==> src/rtl/hazard_control_unit.sv <==
// ---------------------------------------------------------------------------
// hazard_control_unit
//
// Hazard detection and branch resolution unit for a 5-stage MIPS pipeline.
// It sits beside the ID stage and has four jobs:
//   * detect load-use hazards and branch-operand hazards, and stall on them
//   * forward EX/MEM results into the ID-stage branch comparator
//   * resolve BEQ / BNE / J / JR in ID, producing the next PC and an IF/ID flush
//   * run a halt-drain FSM (RUN -> DRAIN -> HALTED) so that in-flight
//     instructions retire before the core freezes
//
// Optional feature (compile-time macro HAZARD_STATS_EN):
//   defined     : saturating counters o_stall_cycles / o_flush_count
//   not defined : both statistics outputs are tied to zero, with no counter flops
//
// Ports
//   i_clk, i_reset          clock (rising edge), synchronous active-high reset
//   i_valid_id              ID holds a valid instruction
//   i_branch_type           000 none, 001 BEQ, 010 BNE, 011 J, 100 JR
//   i_halt_instr            ID instruction is HALT
//   i_rs, i_rt              ID source registers
//   i_rs_data, i_rt_data    register-file read data (WB bypass already applied)
//   i_ex_*                  EX destination register, control bits, ALU result
//   i_mem_*                 MEM destination register, control bits, ALU result
//   i_jump_target           BEQ/BNE/J target computed in ID
//   i_pc_plus4              sequential next PC
//   o_stall                 hold PC and IF/ID, inject a bubble into ID/EX
//   o_flush                 clear IF/ID (taken branch or jump)
//   o_next_pc               next PC value
//   o_halted                core frozen after drain
//   o_stall_cycles          hazard stall cycles seen in RUN (saturating)
//   o_flush_count           flush cycles (saturating)
// ---------------------------------------------------------------------------
module hazard_control_unit #(
    parameter int N_BITS        = 32,
    parameter int N_BITS_REG    = 5,
    parameter int EX_BRANCH_FWD = 1,
    parameter int DRAIN_CYCLES  = 3,
    parameter int STAT_BITS     = 16
) (
    input  logic                  i_clk,
    input  logic                  i_reset,
    input  logic                  i_valid_id,
    input  logic [2:0]            i_branch_type,
    input  logic                  i_halt_instr,
    input  logic [N_BITS_REG-1:0] i_rs,
    input  logic [N_BITS_REG-1:0] i_rt,
    input  logic [N_BITS-1:0]     i_rs_data,
    input  logic [N_BITS-1:0]     i_rt_data,
    input  logic [N_BITS_REG-1:0] i_ex_rd,
    input  logic                  i_ex_reg_write,
    input  logic                  i_ex_mem_read,
    input  logic [N_BITS-1:0]     i_ex_alu_result,
    input  logic [N_BITS_REG-1:0] i_mem_rd,
    input  logic                  i_mem_reg_write,
    input  logic                  i_mem_mem_read,
    input  logic [N_BITS-1:0]     i_mem_alu_result,
    input  logic [N_BITS-1:0]     i_jump_target,
    input  logic [N_BITS-1:0]     i_pc_plus4,
    output logic                  o_stall,
    output logic                  o_flush,
    output logic [N_BITS-1:0]     o_next_pc,
    output logic                  o_halted,
    output logic [STAT_BITS-1:0]  o_stall_cycles,
    output logic [STAT_BITS-1:0]  o_flush_count
);

    // -----------------------------------------------------------------------
    // Constants
    // -----------------------------------------------------------------------
    localparam logic [2:0] BR_BEQ = 3'b001;
    localparam logic [2:0] BR_BNE = 3'b010;
    localparam logic [2:0] BR_J   = 3'b011;
    localparam logic [2:0] BR_JR  = 3'b100;

    localparam bit EX_FWD = (EX_BRANCH_FWD != 0);

    // The drain counter is 4 bits wide; out-of-range settings are clamped
    // so the FSM always reaches HALTED.
    localparam int DRAIN_CLAMP = (DRAIN_CYCLES < 1)  ? 1  :
                                 (DRAIN_CYCLES > 15) ? 15 : DRAIN_CYCLES;
    localparam logic [3:0] DRAIN_LOAD = 4'(DRAIN_CLAMP);

    typedef enum logic [1:0] {
        ST_RUN    = 2'd0,
        ST_DRAIN  = 2'd1,
        ST_HALTED = 2'd2
    } state_t;

    state_t     state_reg, state_next;
    logic [3:0] drain_cnt_reg, drain_cnt_next;

    // -----------------------------------------------------------------------
    // Branch decode. Unused encodings decode as "no branch".
    // -----------------------------------------------------------------------
    logic is_beq, is_bne, is_j, is_jr;

    assign is_beq = (i_branch_type == BR_BEQ);
    assign is_bne = (i_branch_type == BR_BNE);
    assign is_j   = (i_branch_type == BR_J);
    assign is_jr  = (i_branch_type == BR_JR);

    // -----------------------------------------------------------------------
    // Per-operand match, forwarding and hazard terms. Operand 0 is rs and
    // operand 1 is rt. JR only reads rs, so only rs can stall a JR.
    // -----------------------------------------------------------------------
    logic [N_BITS_REG-1:0] src_reg  [2];
    logic [N_BITS-1:0]     reg_data [2];
    logic [N_BITS-1:0]     fwd_data [2];
    logic [1:0]            ex_hit;
    logic [1:0]            mem_hit;
    logic [1:0]            br_reads;
    logic [1:0]            load_use;
    logic [1:0]            br_wait;

    assign src_reg[0]  = i_rs;
    assign src_reg[1]  = i_rt;
    assign reg_data[0] = i_rs_data;
    assign reg_data[1] = i_rt_data;
    assign br_reads[0] = is_beq | is_bne | is_jr;
    assign br_reads[1] = is_beq | is_bne;

    generate
        for (genvar gi = 0; gi < 2; gi++) begin : g_operand
            // $0 is hard-wired to zero and never aliases a pipeline result.
            assign ex_hit[gi]  = (src_reg[gi] != '0) && (src_reg[gi] == i_ex_rd);
            assign mem_hit[gi] = (src_reg[gi] != '0) && (src_reg[gi] == i_mem_rd);

            // EX is the younger producer, so it wins over MEM. Loaded data
            // is not available in EX or MEM, so those stages never forward it.
            assign fwd_data[gi] =
                (EX_FWD && ex_hit[gi] && i_ex_reg_write && !i_ex_mem_read) ? i_ex_alu_result  :
                (mem_hit[gi] && i_mem_reg_write && !i_mem_mem_read)        ? i_mem_alu_result :
                                                                             reg_data[gi];

            assign load_use[gi] = i_ex_mem_read && ex_hit[gi];

            // A branch on a load waits in EX (load-use) and again in MEM,
            // which gives the two stall cycles before the WB bypass can
            // supply the data.
            assign br_wait[gi] = br_reads[gi] &&
                                 ((ex_hit[gi] && i_ex_reg_write && !EX_FWD) ||
                                  (mem_hit[gi] && i_mem_mem_read));
        end
    endgenerate

    logic haz;
    assign haz = i_valid_id && ((|load_use) || (|br_wait));

    // -----------------------------------------------------------------------
    // Branch resolution in ID.
    // -----------------------------------------------------------------------
    logic run;
    logic resolve;
    logic operands_eq;
    logic taken;
    logic [N_BITS-1:0] target;

    assign run         = (state_reg == ST_RUN);
    assign resolve     = run && i_valid_id && !haz;
    assign operands_eq = (fwd_data[0] == fwd_data[1]);
    assign taken       = resolve && ((is_beq && operands_eq) ||
                                     (is_bne && !operands_eq) ||
                                     is_j || is_jr);
    assign target      = is_jr ? fwd_data[0] : i_jump_target;

    // -----------------------------------------------------------------------
    // FSM: state register
    // -----------------------------------------------------------------------
    always_ff @(posedge i_clk) begin
        if (i_reset) begin
            state_reg     <= ST_RUN;
            drain_cnt_reg <= 4'd0;
        end else begin
            state_reg     <= state_next;
            drain_cnt_reg <= drain_cnt_next;
        end
    end

    // -----------------------------------------------------------------------
    // FSM: next-state logic
    // -----------------------------------------------------------------------
    always_comb begin
        state_next     = state_reg;
        drain_cnt_next = drain_cnt_reg;
        case (state_reg)
            ST_RUN: begin
                // A HALT blocked by a hazard simply waits in ID.
                if (i_valid_id && i_halt_instr && !haz) begin
                    state_next     = ST_DRAIN;
                    drain_cnt_next = DRAIN_LOAD;
                end
            end
            ST_DRAIN: begin
                if (drain_cnt_reg <= 4'd1) begin
                    state_next     = ST_HALTED;
                    drain_cnt_next = 4'd0;
                end else begin
                    drain_cnt_next = drain_cnt_reg - 4'd1;
                end
            end
            ST_HALTED: begin
                state_next = ST_HALTED;
            end
            default: begin
                state_next     = ST_RUN;
                drain_cnt_next = 4'd0;
            end
        endcase
    end

    // -----------------------------------------------------------------------
    // FSM: output logic. Reset forces the idle pipeline-control values even
    // before the state register has been cleared.
    // -----------------------------------------------------------------------
    always_comb begin
        o_stall   = 1'b0;
        o_flush   = 1'b0;
        o_next_pc = i_pc_plus4;
        o_halted  = 1'b0;
        if (!i_reset) begin
            o_stall  = !run || haz;
            // taken already implies RUN and no hazard, so a flush never
            // coincides with a stall.
            o_flush  = taken;
            o_halted = (state_reg == ST_HALTED);
            if (taken) begin
                o_next_pc = target;
            end
        end
    end

    // -----------------------------------------------------------------------
    // Statistics
    // -----------------------------------------------------------------------
`ifdef HAZARD_STATS_EN
    logic [STAT_BITS-1:0] stall_cycles_reg;
    logic [STAT_BITS-1:0] flush_count_reg;

    always_ff @(posedge i_clk) begin
        if (i_reset) begin
            stall_cycles_reg <= '0;
            flush_count_reg  <= '0;
        end else begin
            if (run && haz && (stall_cycles_reg != '1)) begin
                stall_cycles_reg <= stall_cycles_reg + 1'b1;
            end
            if (o_flush && (flush_count_reg != '1)) begin
                flush_count_reg <= flush_count_reg + 1'b1;
            end
        end
    end

    assign o_stall_cycles = stall_cycles_reg;
    assign o_flush_count  = flush_count_reg;
`else
    assign o_stall_cycles = '0;
    assign o_flush_count  = '0;
`endif

endmodule

==> config.mk <==
export PLATFORM = sky130hd
export DESIGN_NAME = hazard_control_unit
export DESIGN_NICKNAME = d
export VERILOG_FILES = /design/src/rtl/hazard_control_unit.sv
export SDC_FILE = /design/constraint.sdc
export NUM_CORES = 1
export LEC_CHECK = 0
export ABC_AREA = 1
export BUFFER_PORTS_ARGS = -buffer_cell sky130_fd_sc_hd__buf_2
export CAP_MARGIN = 20
export CORE_AREA = 2 2 113 115
export DETAILED_ROUTE_END_ITERATION = 8
export DIE_AREA = 0 0 115 117
export GPL_TIMING_DRIVEN = 0
export PLACE_DENSITY_LB_ADDON = 0.12
export SLEW_MARGIN = 10
export SYNTH_ARGS = -nofsm -noshare
export SYNTH_HDL_FRONTEND = slang
export SYNTH_SLANG_ARGS = --single-unit
==> constraint.sdc <==
create_clock -name i_clk -period 4.1 [get_ports i_clk]
set_input_delay 0.82 -clock i_clk [delete_from_list [all_inputs] [get_ports i_clk]]
set_output_delay 0.82 -clock i_clk [all_outputs]
set_load 0.1 [all_outputs]
==> report_table.html, run 1 <==
<table>
<tr><th>Metric</th><th>Value</th></tr>
<tr><th colspan="2">STA</th></tr>
<tr><td>Min Tclk post-route</td><td>4.55 ns</td></tr>
<tr><td>Fin. Hold Viols</td><td>0</td></tr>
<tr><td>Number of max-slew violations in the final report</td><td>0</td></tr>
<tr><td>Final worst setup slack</td><td>-0.454 ns</td></tr>
<tr><td>Max-slew headroom</td><td>0.596</td></tr>
<tr><td>Largest clock skew in the final design</td><td>0.00111 ns</td></tr>
<tr><td>Share of the clock period used by the worst path after layout</td><td>1.11</td></tr>
<tr><td>Fmax achieved</td><td>220 MHz</td></tr>
<tr><td>Total of endpoints with negative setup slack in the final report</td><td>33</td></tr>
<tr><td>RSZ-0062 raised after global routing</td><td>true</td></tr>
<tr><td>Worst-margin pin slew</td><td>0.606 ns</td></tr>
<tr><th colspan="2">Floorplanning</th></tr>
<tr><td>Top-Level Pins</td><td>290</td></tr>
<tr><td>Cell row count</td><td>41</td></tr>
<tr><td>Vertical die dimension</td><td>117 um</td></tr>
<tr><td>Core Box Area</td><td>12300 um2</td></tr>
<tr><td>Die width</td><td>115 um</td></tr>
<tr><td>Initial standard-cell utilization of the core</td><td>0.416</td></tr>
<tr><td>Overall die area</td><td>13500 um2</td></tr>
<tr><th colspan="2">Power</th></tr>
<tr><td>Sequential share of power</td><td>0.057</td></tr>
<tr><td>Leakage</td><td>5.28 nW</td></tr>
<tr><td>Total power consumption of the routed design</td><td>1.77 mW</td></tr>
<tr><td>Int Power</td><td>0.717 mW</td></tr>
<tr><td>Portion of total power attributed to the clock network</td><td>0.088</td></tr>
<tr><td>P per Cell Area</td><td>197 nW/um2</td></tr>
<tr><td>Combinational share of power</td><td>0.855</td></tr>
<tr><td>Peak supply drop</td><td>0.000222 V</td></tr>
<tr><td>Sw Pwr</td><td>1.05 mW</td></tr>
<tr><td>Switching part of the total</td><td>0.595</td></tr>
<tr><th colspan="2">Synthesis</th></tr>
<tr><td>Flip-flop cell with the highest count after synthesis</td><td>sky130_fd_sc_hd__dfxtp_1</td></tr>
<tr><td>Largest cells by area after synthesis</td><td>sky130_fd_sc_hd__nand2_1 33%, sky130_fd_sc_hd__nand3_1 26%, sky130_fd_sc_hd__inv_1 9.3%</td></tr>
<tr><td>Most area-hungry cell type in the Yosys netlist</td><td>sky130_fd_sc_hd__nand2_1</td></tr>
<tr><td>Distinct cell type count after synthesis</td><td>36</td></tr>
<tr><td>Top post-synthesis cells by count</td><td>453 x sky130_fd_sc_hd__nand2_1, 265 x sky130_fd_sc_hd__nand3_1, 127 x sky130_fd_sc_hd__inv_1</td></tr>
<tr><td>Yosys warning count</td><td>0</td></tr>
<tr><td>Proportion of synthesized flip-flops having asynchronous set or reset</td><td>0</td></tr>
<tr><td>Share of Yosys cell area claimed by the top area cell type</td><td>0.332</td></tr>
<tr><td>Sequential area share after synthesis</td><td>0.0235</td></tr>
<tr><td>Synthesized area</td><td>5120 um2</td></tr>
<tr><td>Post-synthesis instance total</td><td>1106</td></tr>
<tr><td>#FFs+latches synth</td><td>6</td></tr>
<tr><td>Most numerous cell in the Yosys netlist</td><td>sky130_fd_sc_hd__nand2_1</td></tr>
<tr><td>Number of synthesized flops with an enable pin</td><td>0</td></tr>
<tr><td>Post-Synthesis Mean Instance Area</td><td>4.63 um2</td></tr>
<tr><th colspan="2">Worst setup path</th></tr>
<tr><td>Critical Path End Type</td><td>output pin</td></tr>
<tr><td>Cell chain of the critical path</td><td>buf_2 &gt; xnor2_1 &gt; nand2_1 &gt; nor2_1 &gt; nand4_1 &gt; buf_6 &gt; buf_2 &gt; o21ai_0 &gt; nand2_1 &gt; nand2_1 &gt; nand2_1 &gt; nor2_1 &gt; nand2_1 &gt; nor2_2 &gt; nand2_2 &gt; nand2_2 &gt; nand4_4 &gt; buf_4 &gt; nand3_1 &gt; nand2_2 &gt; buf_12</td></tr>
<tr><td>Data arrival time at the worst-slack endpoint</td><td>3.73 ns</td></tr>
<tr><td>Crit path kind</td><td>input pin to output pin</td></tr>
<tr><td>Most common cell on crit path</td><td>sky130_fd_sc_hd__nand2_1</td></tr>
<tr><td>Worst path max stage delay</td><td>0.26 ns</td></tr>
<tr><td>Critical Path Fanout Max</td><td>10</td></tr>
<tr><td>Critical path launch point type</td><td>input pin</td></tr>
<tr><td>Slowest cell on crit path</td><td>sky130_fd_sc_hd__buf_4</td></tr>
<tr><td>Crit path required time</td><td>3.28 ns</td></tr>
<tr><th colspan="2">CTS</th></tr>
<tr><td>Clock transition at the registers of the reported paths</td><td>0.03 ns</td></tr>
<tr><td>Maximum clock insertion buffer count</td><td>2</td></tr>
<tr><td># hold bufs at CTS</td><td>0</td></tr>
<tr><td>CTS Buf Count</td><td>3</td></tr>
<tr><td>Clock insertion delay at the later pin of the skew report</td><td>0.23 ns</td></tr>
<tr><td>Root buffer selected by CTS</td><td>sky130_fd_sc_hd__clkbuf_16</td></tr>
<tr><td>Clock sinks</td><td>6</td></tr>
<tr><td>Count of H-tree levels built during CTS</td><td>1</td></tr>
<tr><td>TritonCTS clock tree</td><td>yes</td></tr>
<tr><th colspan="2">Routing</th></tr>
<tr><td>Total number of vias</td><td>9060</td></tr>
<tr><td>Drc violations</td><td>1</td></tr>
<tr><td>Number of detailed-routing iterations run before antenna repair</td><td>8</td></tr>
<tr><td>DRC marker count from the first detailed-route iteration</td><td>1295</td></tr>
<tr><td>Overall routed net length</td><td>29400 um</td></tr>
<tr><td>Antenna violation net count after detailed routing</td><td>0</td></tr>
<tr><td>Wire length per cell</td><td>18.3 um</td></tr>
<tr><td>Detailed-route vias per instance</td><td>5.65</td></tr>
<tr><th colspan="2">Global routing</th></tr>
<tr><td>Initial antenna violation count</td><td>3</td></tr>
<tr><td>Total gr overflow</td><td>0</td></tr>
<tr><td>Via count of the first global-routing pass</td><td>7510</td></tr>
<tr><td>Global Route Usage Sum</td><td>0.371</td></tr>
<tr><td>Wire length of the first global-routing pass</td><td>38700 um</td></tr>
<tr><td>Maximum number of pins on one net before global-route repair</td><td>11</td></tr>
<tr><th colspan="2">Status</th></tr>
<tr><td>Outcome</td><td>complete, but fails checks</td></tr>
<tr><td>Failing checks</td><td>DRC, setup timing</td></tr>
<tr><th colspan="2">Place</th></tr>
<tr><td>Half-perimeter wire length of the detailed placement result</td><td>19700 um</td></tr>
<tr><td>Gpl congestion</td><td>0.976</td></tr>
<tr><td>Port buffer count</td><td>257</td></tr>
<tr><th colspan="2">Final layout</th></tr>
<tr><td>Growth of design area from synthesis to finish</td><td>74.9%</td></tr>
<tr><td>NumNets Final</td><td>1682</td></tr>
<tr><td>Layout cells sized above 1</td><td>0.399</td></tr>
<tr><td>Flip-flop count of the largest register, all copies and words added</td><td>4</td></tr>
<tr><td>Share of the core filled with cells in the final layout</td><td>0.727</td></tr>
<tr><th colspan="2">Job</th></tr>
<tr><td>MaxCap Viol Count</td><td>0</td></tr>
<tr><th colspan="2">Min path</th></tr>
<tr><td>Tightest Hold Check Type</td><td>flop to flop</td></tr>
</table>
[final cells by class]
type / instances / area, um2
Inverter: 131 / 498
Fill cell: 1084 / 3360
Antenna cell: 2 / 5.00
Multi-Input combinational cell: 901 / 4700
Sequential cell: 6 / 120
Tap cell: 150 / 188
Clock buffer: 3 / 75.1
Buffer: 98 / 850
Timing Repair Buffer: 313 / 2510
[worst max-delay path: cells and delay by family]
kind,cells,cell delay (ns)
AOI/OAI and AO/OA,1,0.21
buffers and inverters,5,0.96
and+or+nand+nor,14,1.55
xor gates and xnor gates,1,0.16
[per-layer routing]
layer  track usage  share of wire
met4         0.151          0.060
met1         0.448           0.35
met3        0.0628           0.13
met5             0        0.00078
met2         0.654           0.46
[kinds of logic after synthesis]
group                    count (synthesis)  share of synthesized area
flip-flops                               6                     0.0235
AND/OR/NAND/NOR                        785                      0.664
AO/OA/AOI/OAI                           66                     0.0682
adder cells (fa/ha/maj)                  5                     0.0122
other                                    1                   0.000733
XOR/XNOR                                12                     0.0205
buffers and inverters                  231                      0.211
[power groups by stage]
stage / clock (mW) / combinational [mW] / sequential [mW]
final: 0.156 / 1.51 / 0.100
after global routing: 0.160 / 1.59 / 0.101
after CTS: 0.156 / 1.37 / 0.0986
after detailed placement: 0 / 1.18 / 0.0992
after global placement: 0 / 1.18 / 0.0979
after floorplan: 0 / 0.894 / 0.0953
[cells in the final DEF, fill, tap and decap left out, types with 4 or more instances in the layout]
cell type                   count
sky130_fd_sc_hd__nand3b_1      11
sky130_fd_sc_hd__clkbuf_1       8
sky130_fd_sc_hd__inv_1        113
sky130_fd_sc_hd__conb_1        32
sky130_fd_sc_hd__nand4_1        6
sky130_fd_sc_hd__o21ai_1        5
sky130_fd_sc_hd__buf_2        218
sky130_fd_sc_hd__nand2_2       86
sky130_fd_sc_hd__nand3_2       20
sky130_fd_sc_hd__o21ai_0       43
sky130_fd_sc_hd__nor2_2         5
sky130_fd_sc_hd__a31oi_1        5
sky130_fd_sc_hd__xnor2_1        4
sky130_fd_sc_hd__nand3_1      242
sky130_fd_sc_hd__nand2_4       17
sky130_fd_sc_hd__inv_2         15
sky130_fd_sc_hd__nor2_4         9
sky130_fd_sc_hd__nor2_1        25
sky130_fd_sc_hd__a21oi_1        6
sky130_fd_sc_hd__nand2_1      350
sky130_fd_sc_hd__dfxtp_1        6
sky130_fd_sc_hd__buf_6         32
sky130_fd_sc_hd__clkbuf_16     11
sky130_fd_sc_hd__clkbuf_4       6
sky130_fd_sc_hd__buf_4         72
sky130_fd_sc_hd__buf_12        38
sky130_fd_sc_hd__ha_1           5
sky130_fd_sc_hd__clkbuf_2      10
sky130_fd_sc_hd__buf_8         17
[repair_timing]
| action | in CTS | in global routing |
|---|---|---|
| resized for setup | 253 | 199 |
| pin swaps | 23 | 72 |
| cloned | 6 | 9 |
| buffers inserted | 22 | 21 |
| setup endpoints to repair | 33 | 33 |
[metrics by stage]
step / hold WS, ns / std cells / TNS [ns] / setup slack [ns] / cell area, um2
global route: 0.494 / 1602 / -16.05 / -0.684 / 8950
global placement: 0.446 / 1544 / -37.29 / -1.19 / 6780
finish: 0.461 / 1604 / -13.74 / -0.454 / 8950
floorplan: 0.427 / 1137 / 0 / 0.0210 / 5310
detailed placement: 0.455 / 1544 / -36.62 / -1.17 / 6780
CTS: 0.460 / 1574 / -7.12 / -0.253 / 7930
[worst paths after layout]
kind / to / startpoint / cells past startpoint / slack, ns
worst max-delay path: o_next_pc[10] / i_ex_rd[2] / 21 / -0.45
worst min register to register: drain_cnt_reg[3] / drain_cnt_reg[3] / 1 / 0.46
worst min-delay path: drain_cnt_reg[3] / drain_cnt_reg[3] / 1 / 0.46
worst max register to register: drain_cnt_reg[3] / drain_cnt_reg[0] / 8 / 2.55
Power figures use the tool's default switching activity.
==> run 2, diff against run 1 <==
ABC_AREA = unset   (was 1)
==> report_table.html, run 2 <==
<table>
<tr><th>Metric</th><th>Value</th></tr>
<tr><th colspan="2">Status</th></tr>
<tr><td>Outcome</td><td>complete, but fails checks</td></tr>
<tr><td>Failing checks</td><td>setup timing</td></tr>
<tr><th colspan="2">Power</th></tr>
<tr><td>Sequential share of power</td><td>0.066</td></tr>
<tr><td>Sw Pwr</td><td>0.898 mW</td></tr>
<tr><td>Switching part of the total</td><td>0.540</td></tr>
<tr><td>Int Power</td><td>0.765 mW</td></tr>
<tr><td>Peak supply drop</td><td>0.000167 V</td></tr>
<tr><td>P per Cell Area</td><td>226 nW/um2</td></tr>
<tr><td>Portion of total power attributed to the clock network</td><td>0.097</td></tr>
<tr><td>Combinational share of power</td><td>0.838</td></tr>
<tr><td>Total power consumption of the routed design</td><td>1.66 mW</td></tr>
<tr><td>Leakage</td><td>3.32 nW</td></tr>
<tr><th colspan="2">Final layout</th></tr>
<tr><td>NumNets Final</td><td>1115</td></tr>
<tr><td>Sequential cell area</td><td>120 um2</td></tr>
<tr><td>Share of the core filled with cells in the final layout</td><td>0.597</td></tr>
<tr><td>Layout cells sized above 1</td><td>0.565</td></tr>
<tr><td>Cell area after layout</td><td>7360 um2</td></tr>
<tr><td>Area of the multi-input gates</td><td>3940 um2</td></tr>
<tr><td>Final-layout fill cell count</td><td>1154</td></tr>
<tr><td>Leading cell type in the layout, fill and taps excluded</td><td>sky130_fd_sc_hd__buf_2</td></tr>
<tr><td>Most frequent cells in the layout</td><td>223 x sky130_fd_sc_hd__buf_2, 61 x sky130_fd_sc_hd__buf_4, 45 x sky130_fd_sc_hd__nor3_1</td></tr>
<tr><td>Growth of design area from synthesis to finish</td><td>80.9%</td></tr>
<tr><td>Flip-flop count of the largest register, all copies and words added</td><td>4</td></tr>
<tr><td>Count of placed standard cells in the final layout, fillers left out</td><td>1036</td></tr>
<tr><th colspan="2">Global routing</th></tr>
<tr><td>Maximum number of pins on one net before global-route repair</td><td>11</td></tr>
<tr><td>Initial antenna violation count</td><td>2</td></tr>
<tr><td>Via count of the first global-routing pass</td><td>5484</td></tr>
<tr><td>Wire length of the first global-routing pass</td><td>30200 um</td></tr>
<tr><td>Total gr overflow</td><td>0</td></tr>
<tr><td>Global Route Usage Sum</td><td>0.288</td></tr>
<tr><th colspan="2">Routing</th></tr>
<tr><td>Number of detailed-routing iterations run before antenna repair</td><td>5</td></tr>
<tr><td>Detailed-route vias per instance</td><td>5.52</td></tr>
<tr><td>Total number of vias</td><td>5716</td></tr>
<tr><td>Wire length per cell</td><td>20.5 um</td></tr>
<tr><td>Drc violations</td><td>0</td></tr>
<tr><td>Antenna violation net count after detailed routing</td><td>0</td></tr>
<tr><td>Overall routed net length</td><td>21200 um</td></tr>
<tr><td>DRC marker count from the first detailed-route iteration</td><td>594</td></tr>
<tr><th colspan="2">Floorplanning</th></tr>
<tr><td>Vertical die dimension</td><td>117 um</td></tr>
<tr><td>Overall die area</td><td>13500 um2</td></tr>
<tr><td>Top-Level Pins</td><td>290</td></tr>
<tr><td>Core Box Area</td><td>12300 um2</td></tr>
<tr><td>Die width</td><td>115 um</td></tr>
<tr><td>Cell row count</td><td>41</td></tr>
<tr><td>Initial standard-cell utilization of the core</td><td>0.330</td></tr>
<tr><th colspan="2">Synthesis</th></tr>
<tr><td>Most numerous cell in the Yosys netlist</td><td>sky130_fd_sc_hd__nor3_1</td></tr>
<tr><td>Most area-hungry cell type in the Yosys netlist</td><td>sky130_fd_sc_hd__mux2_4</td></tr>
<tr><td>Proportion of synthesized flip-flops having asynchronous set or reset</td><td>0</td></tr>
<tr><td>Number of synthesized flops with an enable pin</td><td>0</td></tr>
<tr><td>Flip-flop cell with the highest count after synthesis</td><td>sky130_fd_sc_hd__dfxtp_1</td></tr>
<tr><td>Share of Yosys cell area claimed by the top area cell type</td><td>0.107</td></tr>
<tr><td>Synthesized area</td><td>4070 um2</td></tr>
<tr><td>#FFs+latches synth</td><td>6</td></tr>
<tr><td>Sequential area share after synthesis</td><td>0.0295</td></tr>
<tr><td>Yosys warning count</td><td>0</td></tr>
<tr><td>Post-synthesis instance total</td><td>553</td></tr>
<tr><td>Post-Synthesis Mean Instance Area</td><td>7.35 um2</td></tr>
<tr><td>Distinct cell type count after synthesis</td><td>51</td></tr>
<tr><td>Largest cells by area after synthesis</td><td>sky130_fd_sc_hd__mux2_4 11%, sky130_fd_sc_hd__mux2_2 9.7%, sky130_fd_sc_hd__xor2_1 7.3%</td></tr>
<tr><td>Top post-synthesis cells by count</td><td>45 x sky130_fd_sc_hd__nor3_1, 41 x sky130_fd_sc_hd__nand3_1, 39 x sky130_fd_sc_hd__o21ai_0</td></tr>
<tr><th colspan="2">STA</th></tr>
<tr><td>Min Tclk post-route</td><td>5.16 ns</td></tr>
<tr><td>Number of max-slew violations in the final report</td><td>0</td></tr>
<tr><td>Fin. Hold Viols</td><td>0</td></tr>
<tr><td>Max-slew headroom</td><td>0.533</td></tr>
<tr><td>Total of endpoints with negative setup slack in the final report</td><td>33</td></tr>
<tr><td>Worst-margin pin slew</td><td>0.701 ns</td></tr>
<tr><td>Fmax achieved</td><td>194 MHz</td></tr>
<tr><td>Final worst setup slack</td><td>-1.06 ns</td></tr>
<tr><td>RSZ-0062 raised after global routing</td><td>true</td></tr>
<tr><td>Share of the clock period used by the worst path after layout</td><td>1.26</td></tr>
<tr><td>Largest clock skew in the final design</td><td>0.00169 ns</td></tr>
<tr><th colspan="2">Min path</th></tr>
<tr><td>Startpoint of the tightest hold check path</td><td>state_reg[0]</td></tr>
<tr><td>Tightest Hold Check Type</td><td>flop to flop</td></tr>
<tr><th colspan="2">Place</th></tr>
<tr><td>Port buffer count</td><td>255</td></tr>
<tr><td>Dpl cells</td><td>989</td></tr>
<tr><td>Half-perimeter wire length of the detailed placement result</td><td>15600 um</td></tr>
<tr><td>Post-placement cell area</td><td>5730 um2</td></tr>
<tr><td>Setup slack after placement</td><td>-1.54 ns</td></tr>
<tr><td>Gpl congestion</td><td>0.901</td></tr>
<tr><th colspan="2">Worst setup path</th></tr>
<tr><td>Worst path max stage delay</td><td>0.57 ns</td></tr>
<tr><td>Critical path launch point type</td><td>input pin</td></tr>
<tr><td>Data arrival time at the worst-slack endpoint</td><td>4.34 ns</td></tr>
<tr><td>Launch point of the worst reg-to-reg path</td><td>drain_cnt_reg[0]</td></tr>
<tr><td>Critical Path Fanout Max</td><td>5</td></tr>
<tr><td>Source of the critical timing path</td><td>i_rt[1]</td></tr>
<tr><td>Slowest cell on crit path</td><td>sky130_fd_sc_hd__or4_4</td></tr>
<tr><td>Crit path required time</td><td>3.28 ns</td></tr>
<tr><td>Critical Path End Type</td><td>output pin</td></tr>
<tr><td>Crit path kind</td><td>input pin to output pin</td></tr>
<tr><td>Cell chain of the critical path</td><td>buf_8 &gt; or4_4 &gt; o211ai_4 &gt; nor2_4 &gt; buf_8 &gt; buf_12 &gt; o31ai_4 &gt; xor2_1 &gt; nand4_1 &gt; nor4_2 &gt; nand4_1 &gt; nand3_4 &gt; buf_6 &gt; clkbuf_16 &gt; mux2_4 &gt; buf_12</td></tr>
<tr><th colspan="2">CTS</th></tr>
<tr><td>Clock transition at the registers of the reported paths</td><td>0.03 ns</td></tr>
<tr><td># hold bufs at CTS</td><td>0</td></tr>
<tr><td>TritonCTS clock tree</td><td>yes</td></tr>
<tr><td>CTS Buf Count</td><td>3</td></tr>
<tr><td>Maximum clock insertion buffer count</td><td>2</td></tr>
<tr><td>Clock sinks</td><td>6</td></tr>
<tr><td>Count of H-tree levels built during CTS</td><td>1</td></tr>
<tr><td>Clock insertion delay at the later pin of the skew report</td><td>0.23 ns</td></tr>
<tr><td>Root buffer selected by CTS</td><td>sky130_fd_sc_hd__clkbuf_16</td></tr>
<tr><th colspan="2">Job</th></tr>
<tr><td>MaxCap Viol Count</td><td>0</td></tr>
</table>
[run 2: cell types whose count changed after synthesis, moves of 29 or more]
| cell | before | now |
|---|---|---|
| sky130_fd_sc_hd__mux2_2 | 0 | 35 |
| sky130_fd_sc_hd__inv_1 | 127 | 6 |
| sky130_fd_sc_hd__nand3_1 | 265 | 41 |
| sky130_fd_sc_hd__nor3_1 | 1 | 45 |
| sky130_fd_sc_hd__nand2_1 | 453 | 5 |
| sky130_fd_sc_hd__a31oi_1 | 5 | 38 |
| sky130_fd_sc_hd__mux2_4 | 0 | 29 |
| sky130_fd_sc_hd__xor2_1 | 5 | 34 |
[run 2: through the flow]
step           hold WS, ns  TNS [ns]
2_1_floorplan        0.479    -13.29
3_3_place_gp         0.499    -49.82
3_5_place_dp         0.510    -49.50
4_1_cts              0.518    -34.53
5_1_grt              0.550    -36.23
6_report             0.517    -34.07
[run 2: timing repair]
item | CTS | global route
cloned | 2 | 4
setup endpoints to repair | 34 | 34
pin swaps | 29 | 16
gates resized for setup | 199 | 110
setup buffers | 27 | 13
[run 2: path summary, 6_finish.rpt]
check,to,slack [ns],cells after the start
min reg2reg,state_reg[0],0.52,2
max,o_next_pc[25],-1.06,16
max reg2reg,state_reg[1],2.40,7
min,state_reg[0],0.52,2
[run 2: metal layers]
metal | wire length (um) | vias up | track usage
li1 | - | 2684 | -
met1 | 8390 | 2704 | 0.363
met2 | 10800 | 306 | 0.533
met3 | 1810 | 20 | 0.0391
met4 | 212 | 2 | 0.0378
met5 | 13 | - | 0
[run 2: kinds of logic after synthesis]
logic type / after synthesis / synth area share
xor gates and xnor gates: 55 / 0.118
buffers and inverters: 90 / 0.126
AOI/OAI and AO/OA: 145 / 0.244
muxes: 64 / 0.204
other: 1 / 0.000922
DFF: 6 / 0.0295
and+or+nand+nor: 187 / 0.262
adders and majority gates: 5 / 0.0154
[run 2: cell type report]
class	instances	area share
Timing Repair Buffer	300	0.313
Clock buffer	3	0.0102
Inverter	6	0.00306
Buffer	82	0.0966
Tap cell	150	0.0255
Multi-Input combinational cell	488	0.535
Antenna cell	1	0.000340
Sequential cell	6	0.0163
[run 2: power groups by stage]
stage / registers (mW) / clock network [mW] / logic [mW]
2_1_floorplan: 0.103 / 0 / 0.849
6_report: 0.109 / 0.161 / 1.39
3_5_place_dp: 0.109 / 0 / 1.12
4_1_cts: 0.109 / 0.162 / 1.29
3_3_place_gp: 0.107 / 0 / 1.10
5_1_grt: 0.112 / 0.167 / 1.46
[run 2: critical path: cells and delay by family]
kind                   cells  cell delay, ns
AO/OA/AOI/OAI              2            0.58
XOR/XNOR                   1            0.20
buffers and inverters      6            0.86
multiplexers               1            0.31
AND/OR/NAND/NOR            6            1.56
